File: config.mk
export PLATFORM = sky130hd
export DESIGN_NAME = if_fetch_unit
export DESIGN_NICKNAME = d
export VERILOG_FILES = /design/src/rtl/if_fetch_unit.sv
export SDC_FILE = /design/constraint.sdc
export NUM_CORES = 1
export LEC_CHECK = 0
export CORE_MARGIN = 3
export CORE_UTILIZATION = 50
export CTS_CLUSTER_DIAMETER = 150
export DETAILED_ROUTE_END_ITERATION = 10
export GPL_TIMING_DRIVEN = 0
export HOLD_SLACK_MARGIN = 0.15
export PLACE_DENSITY = 0.81
export SYNTH_ARGS = -nofsm -noshare
export SYNTH_HDL_FRONTEND = slang
export SYNTH_SLANG_ARGS = --single-unit
File: constraint.sdc
create_clock -name clk -period 17.1 [get_ports clk]
set_clock_uncertainty 0.2 [all_clocks]
set_input_delay 1.71 -clock clk [delete_from_list [all_inputs] [get_ports clk]]
set_output_delay 1.71 -clock clk [all_outputs]
set_load 0.1 [all_outputs]
File: src/rtl/if_fetch_unit.sv
// Instruction-fetch stage: owns the PC, fetches over a req/gnt/rvalid handshake with one request in flight,
// and feeds the IF/ID register through a one-entry skid buffer. Define IF_FETCH_PERF_EN to add perf counters.
module if_fetch_unit #(
  parameter logic [31:0] RESET_PC = 32'h0000_0000
) (
  input  logic        clk,
  input  logic        reset,
  input  logic        stall_i,
  input  logic        redirect_i,
  input  logic [31:0] redirect_pc_i,
  output logic        imem_req_o,
  output logic [31:0] imem_addr_o,
  input  logic        imem_gnt_i,
  input  logic        imem_rvalid_i,
  input  logic [31:0] imem_rdata_i,
  output logic [31:0] instr_o,
  output logic [31:0] pc_o,
  output logic        valid_o
`ifdef IF_FETCH_PERF_EN
  ,
  output logic [31:0] fetch_cnt_o,
  output logic [31:0] stall_cnt_o
`endif
);

  typedef enum logic [1:0] {
    REQ,
    WAIT,
    HOLD,
    DRAIN
  } state_t;

  state_t      state, state_n;
  logic [31:0] pc, pc_n;
  logic [31:0] fetch_pc, fetch_pc_n;
  logic        skid_valid, skid_valid_n;
  logic [31:0] skid_instr, skid_instr_n;
  logic [31:0] skid_pc, skid_pc_n;
  logic [31:0] instr_n, pc_out_n;
  logic        valid_n;
  logic        deliver;

  assign imem_req_o  = (state == REQ);
  assign imem_addr_o = pc;

  always_ff @(posedge clk or posedge reset) begin
    if (reset) begin
      state      <= REQ;
      pc         <= RESET_PC;
      fetch_pc   <= '0;
      skid_valid <= 1'b0;
      skid_instr <= '0;
      skid_pc    <= '0;
      instr_o    <= '0;
      pc_o       <= '0;
      valid_o    <= 1'b0;
    end else begin
      state      <= state_n;
      pc         <= pc_n;
      fetch_pc   <= fetch_pc_n;
      skid_valid <= skid_valid_n;
      skid_instr <= skid_instr_n;
      skid_pc    <= skid_pc_n;
      instr_o    <= instr_n;
      pc_o       <= pc_out_n;
      valid_o    <= valid_n;
    end
  end

  always_comb begin
    state_n      = state;
    pc_n         = pc;
    fetch_pc_n   = fetch_pc;
    skid_valid_n = skid_valid;
    skid_instr_n = skid_instr;
    skid_pc_n    = skid_pc;
    instr_n      = instr_o;
    pc_out_n     = pc_o;
    valid_n      = stall_i ? valid_o : 1'b0;
    deliver      = 1'b0;

    unique case (state)
      REQ: begin
        if (imem_gnt_i) begin
          fetch_pc_n = pc;
          pc_n       = pc + 32'd4;
          state_n    = WAIT;
        end
      end
      WAIT: begin
        if (imem_rvalid_i) begin
          if (!stall_i) begin
            instr_n  = imem_rdata_i;
            pc_out_n = fetch_pc;
            valid_n  = 1'b1;
            deliver  = 1'b1;
            state_n  = REQ;
          end else begin
            skid_valid_n = 1'b1;
            skid_instr_n = imem_rdata_i;
            skid_pc_n    = fetch_pc;
            state_n      = HOLD;
          end
        end
      end
      HOLD: begin
        if (!stall_i) begin
          if (skid_valid) begin
            instr_n  = skid_instr;
            pc_out_n = skid_pc;
            valid_n  = 1'b1;
            deliver  = 1'b1;
          end
          skid_valid_n = 1'b0;
          state_n      = REQ;
        end
      end
      DRAIN: begin
        if (imem_rvalid_i) state_n = REQ;
      end
      default: state_n = REQ;
    endcase

    // Redirect wins over stall and any delivery; a granted or still-pending fetch must be drained.
    if (redirect_i) begin
      pc_n         = {redirect_pc_i[31:2], 2'b00};
      valid_n      = 1'b0;
      deliver      = 1'b0;
      instr_n      = instr_o;
      pc_out_n     = pc_o;
      skid_valid_n = 1'b0;
      unique case (state)
        REQ:     state_n = imem_gnt_i ? DRAIN : REQ;
        WAIT:    state_n = imem_rvalid_i ? REQ : DRAIN;
        DRAIN:   state_n = imem_rvalid_i ? REQ : DRAIN;
        default: state_n = REQ;
      endcase
    end
  end

`ifdef IF_FETCH_PERF_EN
  always_ff @(posedge clk or posedge reset) begin
    if (reset) begin
      fetch_cnt_o <= '0;
      stall_cnt_o <= '0;
    end else begin
      if (deliver) fetch_cnt_o <= fetch_cnt_o + 32'd1;
      if (stall_i && valid_o) stall_cnt_o <= stall_cnt_o + 32'd1;
    end
  end
`endif

endmodule

## After elaboration in Yosys (flattened, before gate mapping)

Cells that the tools add are included.

| storage, ports and cells | value |
|---|---|
| output and inout bits | 98 |
| register bits | 196 |

| cells by class | value |
|---|---|
| equality and inequality tests | 12 |
| bitwise operators | 1 |
| reduce and logical (&&, ||, !) cells | 12 |
| add/sub/neg operators | 1 |
| multiplexer cells | 35 |

Operators with widths:

| cell | number |
|---|---|
| 32-bit two-way mux | 11 |
| 32-bit one-hot mux with 2 select lines | 2 |
| 32-bit by 3-bit adder with 32-bit output, second input constant | 1 |
| 2-bit two-way mux | 8 |
| 3-bit inequality test, second input constant | 4 |
| 1-bit two-way mux | 10 |
| 2-bit inequality test, second input constant | 4 |
| 2-bit one-hot mux with 4 select lines | 1 |
| 4-bit AND reduction | 2 |
| 6-bit AND reduction | 1 |
| 2-bit nonzero test | 3 |
| 2-bit equality test, second input constant | 2 |
| 1-bit one-hot mux with 2 select lines | 2 |
| 2-bit one-hot mux with 2 select lines | 1 |
| 2-bit AND reduction | 2 |
| 3-bit by 2-bit inequality test with 1-bit output, second input constant | 1 |
| 3-bit AND reduction | 1 |
| 3-bit nonzero test | 1 |
| 2-bit by 1-bit equality test with 1-bit output, second input constant | 1 |
| 2-bit zero test | 1 |
| 2-bit OR reduction | 1 |
| 1-bit inverter | 1 |

## Logic depth before layout (Yosys ltp)

Gate-level depths: netlist of the first run.

| logic depth | value |
|---|---|
| depth after elaboration | 5 |
| depth in mapped cells | 8 |
| mapped depth without buffers | 6 |

## Worst setup path before layout of the first run

No wires, ideal clock.

| timing path | value |
|---|---|
| path kind | in2reg |
| from | input imem_gnt_i |
| to | register pc[31], in the netlist imem_addr_o[31] |
| buffers on the path | 1 |
| cell stages on the path | 5 |
| library setup time | 0.124 ns |
| arrival time | 3.142 ns |
| path slack | 13.634 ns |
| path through | nand4_1 or4_1 buf_2 o41a_1 o31a_1 |

| on the way | value |
|---|---|
| cells in the longest elaborated chain, start to end | 2 |

RTL lines:

| item | line | RTL |
|---|---|---|
| from (decl) | 13 | `input logic imem_gnt_i,` |
| 2-bit nonzero test (no line) | n/a |  |
| 2-bit AND reduction (no line) | n/a |  |
| to (signal assigned) | 59 | `pc <= pc_n;` |
| to (decl) | 34 | `logic [31:0] pc, pc_n;` |

No other way between the ends.
A chain may end at the register's enable or synchronous reset.

## Worst setup path in the final report of the first run

| timing path | value |
|---|---|
| from | register state[0] |
| to | output imem_req_o |

| on the way | value |
|---|---|
| cells in the longest elaborated chain, start to end | 1 |

RTL lines:

| item | line | RTL |
|---|---|---|
| from (decl) | 33 | `state_t state, state_n;` |
| from (signal assigned) | 58 | `state <= state_n;` |
| 2-bit zero test | 43 | `assign imem_req_o = (state == REQ);` |
| to (decl) | 11 | `output logic imem_req_o,` |

No other way between the ends.

==> qor.csv, run 1 <==
stage,metric,value,unit
clocking,clockBufferDepth,2,
worst_setup_path,arrival,2.50,ns
sta,maxSlewViolCount,0,
global_route,grt_pass1_vias,6187,
die,io_pins,168,
worst_setup_path,critPathCaptureType,output port,
clocking,holdBufCountCts,0,
detailed_routing,vias,5908,
worst_hold_path,min_path_type,register to register,
die,dieArea,18500,um^2
clocking,h-tree-depth,4,
final_layout,area_growth,30.3,%
final_layout,antenna_cells,0,
synth,synth_area_leaders,"dfrtp_1 56%, mux2_2 28%, o21ai_0 1.6%",
sta,rsz0062_at_grt,no,
global_route,grt_pass1_wl,32100,um
worst_setup_path,rr_worst_depth,8,
global_route,antenna_found_initial,0,
synth,yosysWarnings,0,
sta,slew_headroom,29.4,%
clocking,clk_latency,0.43,ns
synth,ys_types,38,
detailed_routing,drc,0,
synth,synth-seq-cells,188,
global_route,grt_max_degree,96,
sta,fin_setup_tns,0,ns
global_route,grt-ovfl-total,0,
worst_setup_path,cp_data_required_time,15.19,ns
clocking,cts_root_buf,clkbuf_16,
clocking,cts_tree,built,
status,outcome,"complete, no violations",
synth,netlist_area,8460,um^2
final_layout,layout.nets,899,
clocking,clock-sinks,188,
worst_setup_path,slowest_stage,clkdlybuf4s50_1,
die,core,16200,um^2
detailed_routing,wl_per_cell,19.5,um
detailed_routing,drt_iter0_markers,347,
placed_design,globalplace.congestion,0.845,
synth,synth_top_area_share,55.6,%
placed_design,dpl.hpwl,14500,um
final_layout,fillCellCount,1158,
sta,tightest_slew,1.06,ns
worst_setup_path,crit_fanout,7,
detailed_routing,totalWireLength,20500,um
worst_setup_path,critPathBufInv,2,
sta,final_hold_viol_count,0,
synth,synth_cells,639,
die,start_util,52.1,%
sta,setup_viol,0,
clocking,cts_made_buffers,17,
die,die_width,136,um
detailed_routing,detail-route-antenna-nets,0,
flow_run,cap_violations,0,
worst_setup_path,path_delay_family,buffers and inverters,
die,fp-row-count,46,
synth,yosysTopAreaCell,dfrtp_1,
worst_hold_path,holdPathStages,1,
clocking,cts_setup_buffers,0,
synth,seq_area_frac_synth,55.6,%
sta,finalCriticalPeriod,4.41,ns
worst_setup_path,critical_path_depth,3,
clocking,clkTransAtPathRegs,0.07,ns
worst_setup_path,cpPeakStageDelay,1.21,ns
placed_design,io_buffers,161,
sta,fmax,227,MHz
worst_setup_path,criticalPathCategory,register to output port,
detailed_routing,via_per_inst,5.62,
worst_setup_path,worstPathCellList,inv_1 > ha_1 > clkdlybuf4s50_1,
final_layout,drive_above_1_share,30.3,%
sta,period_share,25.8,%
detailed_routing,drtPass1Iterations,6,
synth,syn_avg_cell_area,13.2,um^2
global_route,grt_util_all_layers,22.3,%
die,die_y,136,um
worst_setup_path,cp-start-kind,register,
clocking,cts_resized,0,
cells by family (layout without fill, tap and decap cells):
logic type      Yosys count  after routing  synth area share, %
compound gates           62             62                 4.51
simple gates            102            102                 6.30
fa+ha+maj                 6              6                0.888
other cells               1              4               0.0443
buf+inv                  51            244                 2.55
flops                   188            188                 55.6
xor+xnor                 13             13                 1.35
mux                     216            216                 28.7
metrics by stage:
| step | hold WS, ns | util, % | instances | area [um^2] | worst slack [ns] |
|---|---|---|---|---|---|
| after floorplan | 0.264 | - | 642 | 8470 | 10.08 |
| after global placement | 0.279 | 63.8 | 1019 | 10300 | 8.02 |
| after detailed placement | 0.288 | 64.0 | 1020 | 10400 | 12.60 |
| after CTS | 0.303 | 67.9 | 1051 | 11000 | 12.69 |
| after global routing | 0.317 | 67.9 | 1051 | 11000 | 12.65 |
| final | 0.302 | 67.9 | 1051 | 11000 | 12.69 |
worst paths after layout:
| check | startpoint | to | slack [ns] |
|---|---|---|---|
| setup / recovery | state[0] | imem_req_o | 12.69 |
| hold / removal | skid_pc[26] | skid_pc[26] | 0.30 |
| setup reg to reg | state[1] | pc_o[10] | 14.00 |
| hold reg to reg | skid_pc[26] | skid_pc[26] | 0.30 |
| max in group asynchronous | reset | pc_o[18] | 14.26 |
| min in group asynchronous | reset | instr_o[16] | 1.57 |
cells in the mapped netlist (all sizes together):
cell type,number
conb,1
nand2,28
ha,6
dfrtp,188
mux2i,3
nor4b,1
inv,10
nor4,4
nor2,19
o21ai,27
o31ai,5
and3,2
nor3,3
nand2b,3
a21oi,3
buf,10
nor3b,1
o31a,4
a31oi,15
a211o,1
nand4,11
clkbuf,31
o21bai,1
o41a,1
a21o,1
nand3,10
a21boi,1
and4,4
xnor2,9
a22oi,3
or4,7
mux2,213
xor2,4
or3,9
flip-flops by register name (all words and copies together) (netlist names):
name and cells:
valid_o 1, skid_instr 32, skid_valid 1, state 2, skid_pc 30, imem_addr_o 30
pc_o 30, fetch_pc 30, instr_o 32
placed cells by master (no fill, tap or decap), types with 2 or more instances in the layout:
| cell | synthesis | routed |
|---|---|---|
| mux2_2 | 213 | 213 |
| dfrtp_1 | 188 | 188 |
| clkdlybuf4s50_1 | 0 | 161 |
| clkbuf_1 | 31 | 31 |
| nand2_1 | 28 | 28 |
| o21ai_0 | 27 | 27 |
| nor2_1 | 19 | 19 |
| clkbuf_16 | 0 | 17 |
| a31oi_1 | 15 | 15 |
| nand3_1 | 10 | 10 |
| nand4_1 | 10 | 10 |
| inv_1 | 10 | 9 |
| xnor2_1 | 9 | 9 |
| or3_1 | 9 | 9 |
| or4_1 | 7 | 7 |
| ha_1 | 6 | 6 |
| o31ai_1 | 5 | 5 |
| buf_1 | 4 | 4 |
| o31a_1 | 4 | 4 |
| and4_1 | 4 | 4 |
| xor2_1 | 4 | 4 |
| nor4_1 | 4 | 4 |
| buf_4 | 4 | 4 |
| conb_1 | 1 | 4 |
| bufinv_16 | 0 | 4 |
| a22oi_1 | 3 | 3 |
| nand2b_1 | 3 | 3 |
| a21oi_1 | 3 | 3 |
| mux2i_1 | 3 | 3 |
| nor3_1 | 3 | 3 |
| inv_6 | 0 | 3 |
| and3_1 | 2 | 2 |
| clkbuf_8 | 0 | 2 |
| clkinvlp_4 | 0 | 2 |
| clkinv_4 | 0 | 2 |
layer usage:
metal  track usage [%]  up-vias  wire length [um]
met5                 0        -                 0
met4              7.78        0               352
met3              4.85       29              1270
met2              37.4      220             10200
met1              28.8     2986              8700
li1                  -     2673                 -
area by class of cell:
class	instances	area (um^2)	share of cell area (%)
multi-input cells	403	3550	32.2
well taps	216	270	2.45
repair buffers	162	1640	14.9
inverters	10	45.0	0.409
clock inverters	12	184	1.67
clock buffers	19	453	4.11
flip-flops and latches	188	4700	42.7
plain buffers	41	178	1.61
Power of run 1 is left out: the tool's default activity adds up to more than one toggle a clock period on the data nets, which glitch-free logic cannot reach.
==> run 2: changes to the inputs <==
Settings changed: CORE_UTILIZATION 50 to 47, PLACE_DENSITY 0.81 to 0.8.
Clock period 17.1 ns to 3.7 ns, I/O delays scaled along.
==> run 2 against run 1 <==
Effect of this change: die area up 6.1%; non-clock buffer count up 4; register-to-register slack worse by 13 ns; final cell count up 1.2%; worst setup slack worse by 12 ns; clock-buffer cell count down 1; via count down 2.7%; sequential share of layout area down 0.18 points; global-route usage down 1.9 points; critical path type unchanged; critical endpoint unchanged.
==> qor.csv, run 2 (synthesis gave the netlist of run 1 again) <==
stage,metric,value,unit,change
detailed_routing,detail-route-antenna-nets,0,,unchanged
worst_setup_path,crit_start,state[0],,
clocking,clkTransAtPathRegs,0.07,ns,about the same
clocking,cts_resized,0,,unchanged
worst_setup_path,cp_data_required_time,3.13,ns,-12.06 ns
global_route,antenna_found_initial,0,,unchanged
sta,rsz0062_at_grt,no,,
worst_hold_path,min_path_type,input pin to async pin,,
final_layout,antenna_cells,0,,unchanged
global_route,grt_pass1_wl,31700,um,-1.2%
sta,slew_headroom,30.9,%,+1.4 points
placed_design,io_buffers,161,,unchanged
die,die_y,140,um,+3.0%
die,io_pins,168,,unchanged
sta,fmax,321,MHz,
sta,period_share,84.2,%,
clocking,clock-sinks,188,,unchanged
sta,finalCriticalPeriod,3.12,ns,
detailed_routing,vias,5751,,-2.7%
clocking,cts_made_buffers,17,,unchanged
sta,final_hold_viol_count,0,,unchanged
clocking,cts_setup_buffers,0,,unchanged
sta,fin_setup_tns,0,ns,unchanged
clocking,clk_latency,0.43,ns,about the same
global_route,grt_util_all_layers,20.4,%,-1.9 points
die,die_width,140,um,+3.0%
detailed_routing,via_per_inst,5.41,,-3.8%
worst_setup_path,rr_startpoint,state[1],,
die,start_util,48.4,%,-3.7 points
sta,maxSlewViolCount,0,,unchanged
placed_design,dpl.hpwl,13800,um,-4.9%
flow_run,cap_violations,0,,unchanged
final_layout,area_growth,30.9,%,
detailed_routing,drtPass1Iterations,4,,-2
global_route,grt-ovfl-total,0,,unchanged
detailed_routing,drt_iter0_markers,261,,-25%
clocking,cts_tree,built,,
final_layout,layout_commonest_cell,mux2_2,,
status,outcome,"complete, no violations",,
worst_setup_path,crit_fanout,7,,unchanged
detailed_routing,drc,0,,unchanged
sta,tightest_slew,1.03,ns,-0.0215 ns
worst_setup_path,arrival,2.55,ns,+0.05 ns
final_layout,final_cell_count_no_fill,1064,,+1.2%
clocking,cts_root_buf,clkbuf_16,,
clocking,holdBufCountCts,0,,unchanged
die,core,17500,um^2,+7.7%
final_layout,layout.nets,903,,+0.44%
detailed_routing,wl_per_cell,18.1,um,-7.4%
worst_setup_path,critPathCaptureType,output port,,
final_layout,mostFrequentLayoutCells,"213 x mux2_2, 188 x dfrtp_1, 161 x clkdlybuf4s50_1",,
sta,setup_viol,0,,unchanged
placed_design,globalplace.congestion,0.796,,-5.8%
final_layout,drive_above_1_share,30.6,%,+0.33 points
die,fp-row-count,48,,+4.3%
worst_setup_path,cp-start-kind,register,,
final_layout,fillCellCount,1351,,+17%
placed_design,dp_cells,1033,,+1.3%
worst_setup_path,criticalPathCategory,register to output port,,
clocking,clockBufferDepth,2,,unchanged
global_route,grt_max_degree,38,,-60%
global_route,grt_pass1_vias,5949,,-3.8%
clocking,h-tree-depth,4,,unchanged
final_layout,biggestRegsByFlops,"instr_o (32), skid_instr (32)",,
detailed_routing,totalWireLength,19200,um,-6.3%
die,dieArea,19600,um^2,+6.1%
run 2: changes by cell type in the layout (fill, tap and decap cells not counted):
cell        previous run  this run
clkbuf_8               2         1
clkinv_2               1         3
inv_8                  1         0
buf_12                 0         5
clkinvlp_4             2         3
buf_16                 1         0
bufinv_16              4         3
inv_6                  3         4
clkinv_4               2         1
run 2: layout make-up:
class	instances	area [um^2]	area share, %
Multi-Input combinational cell	403	3550	32.1
Inverter	10	41.3	0.373
Sequential cell	188	4700	42.5
Clock inverter	13	164	1.48
Tap cell	225	282	2.54
Timing Repair Buffer	166	1710	15.5
Buffer	41	178	1.61
Clock buffer	18	439	3.97
run 2: metrics by stage:
| stage | instance area, um^2 | util, % | setup slack [ns] | hold WS (ns) |
|---|---|---|---|---|
| 4_1_cts | 11100 | 63.3 | 0.577 | 0.151 |
| 6_report | 11100 | 63.3 | 0.585 | 0.151 |
| 2_1_floorplan | 8470 | - | 0.423 | 0.264 |
| 3_5_place_dp | 10500 | 59.9 | 0.493 | 0.288 |
| 3_3_place_gp | 10400 | 59.3 | -0.825 | 0.281 |
| 5_1_grt | 11100 | 63.3 | 0.444 | 0.176 |
run 2: worst max-delay path, stage by stage (launching register included):
cell,delay [ns]
dfrtp_1,0.41
inv_1,0.14
ha_1,0.36
clkdlybuf4s50_1,1.20
run 2: path summary, 6_finish.rpt:
check                                      end  slack (ns)  cells after the start
worst min-delay path                   pc_o[5]        0.15                      2
min in group clk                   skid_pc[19]        0.30                      1
worst min register to register     skid_pc[19]        0.30                      1
worst max-delay path                imem_req_o        0.58                      3
worst max register to register     instr_o[22]        0.63                      8
max in group asynchronous       skid_instr[14]        2.34                      4
run 2: per-layer routing:
layer	wire, um	track usage (%)	part of all wire [%]
met1	8750	28.4	45
met2	9180	32.3	48
met3	1090	4.95	5.7
met4	224	5.76	1.2
met5	0	0	0
Power of run 2 is left out for the same reason.
==> run 3: changes to the inputs <==
Clock period 3.7 ns to 2.81 ns, I/O delays scaled along.
==> run 3 against run 2 <==
Effect of this change: worst setup slack worse by 0.44 ns; design area up 0.30%; first-iteration DRC count down 3.4%; clock-buffer cell count up 2; utilization up 0.19 points; critical path depth up 3; register-to-register slack worse by 0.49 ns; global-route usage up 0.30 points; sequential cell count unchanged; die area unchanged; final cell count up 0.38%; via count up 0.78%.
==> qor.csv, run 3 (synthesis gave the netlist of run 1 again) <==
stage,metric,value,unit,change
die,io_pins,168,,unchanged
placed_design,io_buffers,161,,unchanged
worst_setup_path,worstPathCellList,inv_1 > ha_1 > clkbuf_1 > nand3_1 > clkbuf_1 > mux2_2,,
detailed_routing,drc,0,,unchanged
final_layout,biggestRegsByFlops,"instr_o (32), skid_instr (32)",,
status,outcome,"complete, no violations",,
flow_run,cap_violations,0,,unchanged
worst_setup_path,rr_startpoint,state[1],,
sta,final_hold_viol_count,0,,unchanged
sta,maxSlewViolCount,0,,unchanged
sta,finalCriticalPeriod,2.67,ns,
worst_setup_path,crit_start,state[1],,
final_layout,post-route-util,63.5,%,+0.19 points
clocking,cts_tree,built,,
worst_setup_path,cpPeakStageDelay,0.56,ns,-0.64 ns
global_route,grt_pass1_vias,5986,,+0.62%
placed_design,dp_cells,1033,,unchanged
sta,rsz0062_at_grt,yes,,
worst_hold_path,hold_start,redirect_pc_i[7],,
worst_setup_path,criticalPathCategory,register to register,,
clocking,clkTransAtPathRegs,0.07,ns,about the same
die,die_width,140,um,unchanged
final_layout,area_growth,31.3,%,
detailed_routing,wl_per_cell,18.3,um,+1.4%
die,dieArea,19600,um^2,unchanged
worst_hold_path,min_path_type,input pin to register,,
worst_setup_path,crit_fanout,10,,+3
sta,fmax,375,MHz,
detailed_routing,via_per_inst,5.43,,+0.41%
global_route,grt_util_all_layers,20.7,%,+0.30 points
worst_setup_path,cp_data_required_time,2.93,ns,-0.20 ns
global_route,antenna_found_initial,0,,unchanged
final_layout,layout.nets,906,,+0.33%
placed_design,postPlaceCellArea,10500,um^2,about the same
detailed_routing,vias,5796,,+0.78%
final_layout,drive_above_1_share,32.1,%,+1.5 points
die,die_y,140,um,unchanged
placed_design,dpl.hpwl,14000,um,+1.4%
detailed_routing,detail-route-antenna-nets,0,,unchanged
detailed_routing,drt_iter0_markers,252,,-3.4%
final_layout,mostFrequentLayoutCells,"213 x mux2_2, 188 x dfrtp_1, 160 x clkdlybuf4s50_1",,
final_layout,fillCellCount,1389,,+2.8%
clocking,h-tree-depth,4,,unchanged
sta,holdWs,0.205,ns,+0.0540 ns
clocking,clock-sinks,188,,unchanged
die,start_util,48.4,%,unchanged
global_route,grt-ovfl-total,0,,unchanged
final_layout,multi_input_area,3550,um^2,+0.21%
clocking,clockBufferDepth,2,,unchanged
worst_setup_path,critPathCaptureType,register,,
final_layout,final_cell_count_no_fill,1068,,+0.38%
placed_design,globalplace.congestion,0.786,,-1.3%
detailed_routing,totalWireLength,19600,um,+1.8%
final_layout,layout_commonest_cell,mux2_2,,
global_route,grt_pass1_wl,32100,um,+1.1%
final_layout,ff_latch_area,4700,um^2,unchanged
worst_setup_path,cp-start-kind,register,,
clocking,cts_made_buffers,17,,unchanged
clocking,cts_root_buf,clkbuf_16,,
detailed_routing,drtPass1Iterations,4,,unchanged
sta,slew_headroom,30.3,%,-0.56 points
sta,tightest_slew,1.04,ns,+0.00842 ns
worst_setup_path,cp_common_cell,clkbuf_1,,
worst_setup_path,slowest_stage,clkbuf_1,,
global_route,grt_max_degree,40,,+5.3%
die,fp-row-count,48,,unchanged
sta,setup_viol,0,,unchanged
clocking,clk_latency,0.43,ns,about the same
final_layout,final_cell_area,11100,um^2,+0.30%
final_layout,antenna_cells,0,,unchanged
sta,period_share,94.9,%,
worst_setup_path,arrival,2.79,ns,+0.24 ns
die,core,17500,um^2,unchanged
run 3: timing repair:
action / CTS / global route
hold endpoints to repair: 23 / 0
gates resized for setup: 8 / 4
hold buffers: 1 / 0
endpoints found under the setup margin: 61 / 62
buffers inserted: 0 / 3
run 3: cell type report:
| class | instances | share of cell area, % |
|---|---|---|
| clock inverter | 12 | 1.22 |
| clock buffer | 20 | 4.11 |
| multi-input combinational | 403 | 32.0 |
| sequential | 188 | 42.4 |
| buffer | 40 | 1.66 |
| tap | 225 | 2.54 |
| inverter | 10 | 0.372 |
| timing repair buffer | 170 | 15.7 |
run 3: routing by layer:
metal / vias up / routed length, um / global-route usage, %
met3: 25 / 1030 / 5.70
met2: 162 / 9470 / 33.8
met1: 2915 / 8770 / 27.3
met5: - / 0 / 0
met4: 0 / 325 / 5.97
li1: 2694 / - / -
run 3: path summary, 6_finish.rpt:
kind                                       end  slack, ns  depth (start not counted)
worst max register to register     skid_pc[20]       0.14                          6
worst min register to register  skid_instr[10]       0.30                          1
max in group asynchronous             pc_o[25]       0.90                          5
min in group asynchronous           skid_pc[2]       0.66                          3
worst min-delay path            imem_addr_o[7]       0.20                          3
worst max-delay path               skid_pc[20]       0.14                          6
run 3: metrics by stage:
| stage | setup WS, ns | setup TNS (ns) |
|---|---|---|
| after floorplan | -0.158 | -17.76 |
| after global placement | -1.62 | -316.67 |
| after detailed placement | -0.315 | -13.81 |
| after CTS | 0.0649 | 0 |
| after global routing | -0.00652 | -0.00652 |
| final | 0.144 | 0 |
run 3: worst max-delay path, delay by kind of cell, from the launching register on:
kind / cells / cell delay (ns)
DFF: 1 / 0.39
buffers and inverters: 3 / 0.83
and+or+nand+nor: 1 / 0.52
muxes: 1 / 0.41
adders and majority gates: 1 / 0.20
Power of run 3 is left out for the same reason.
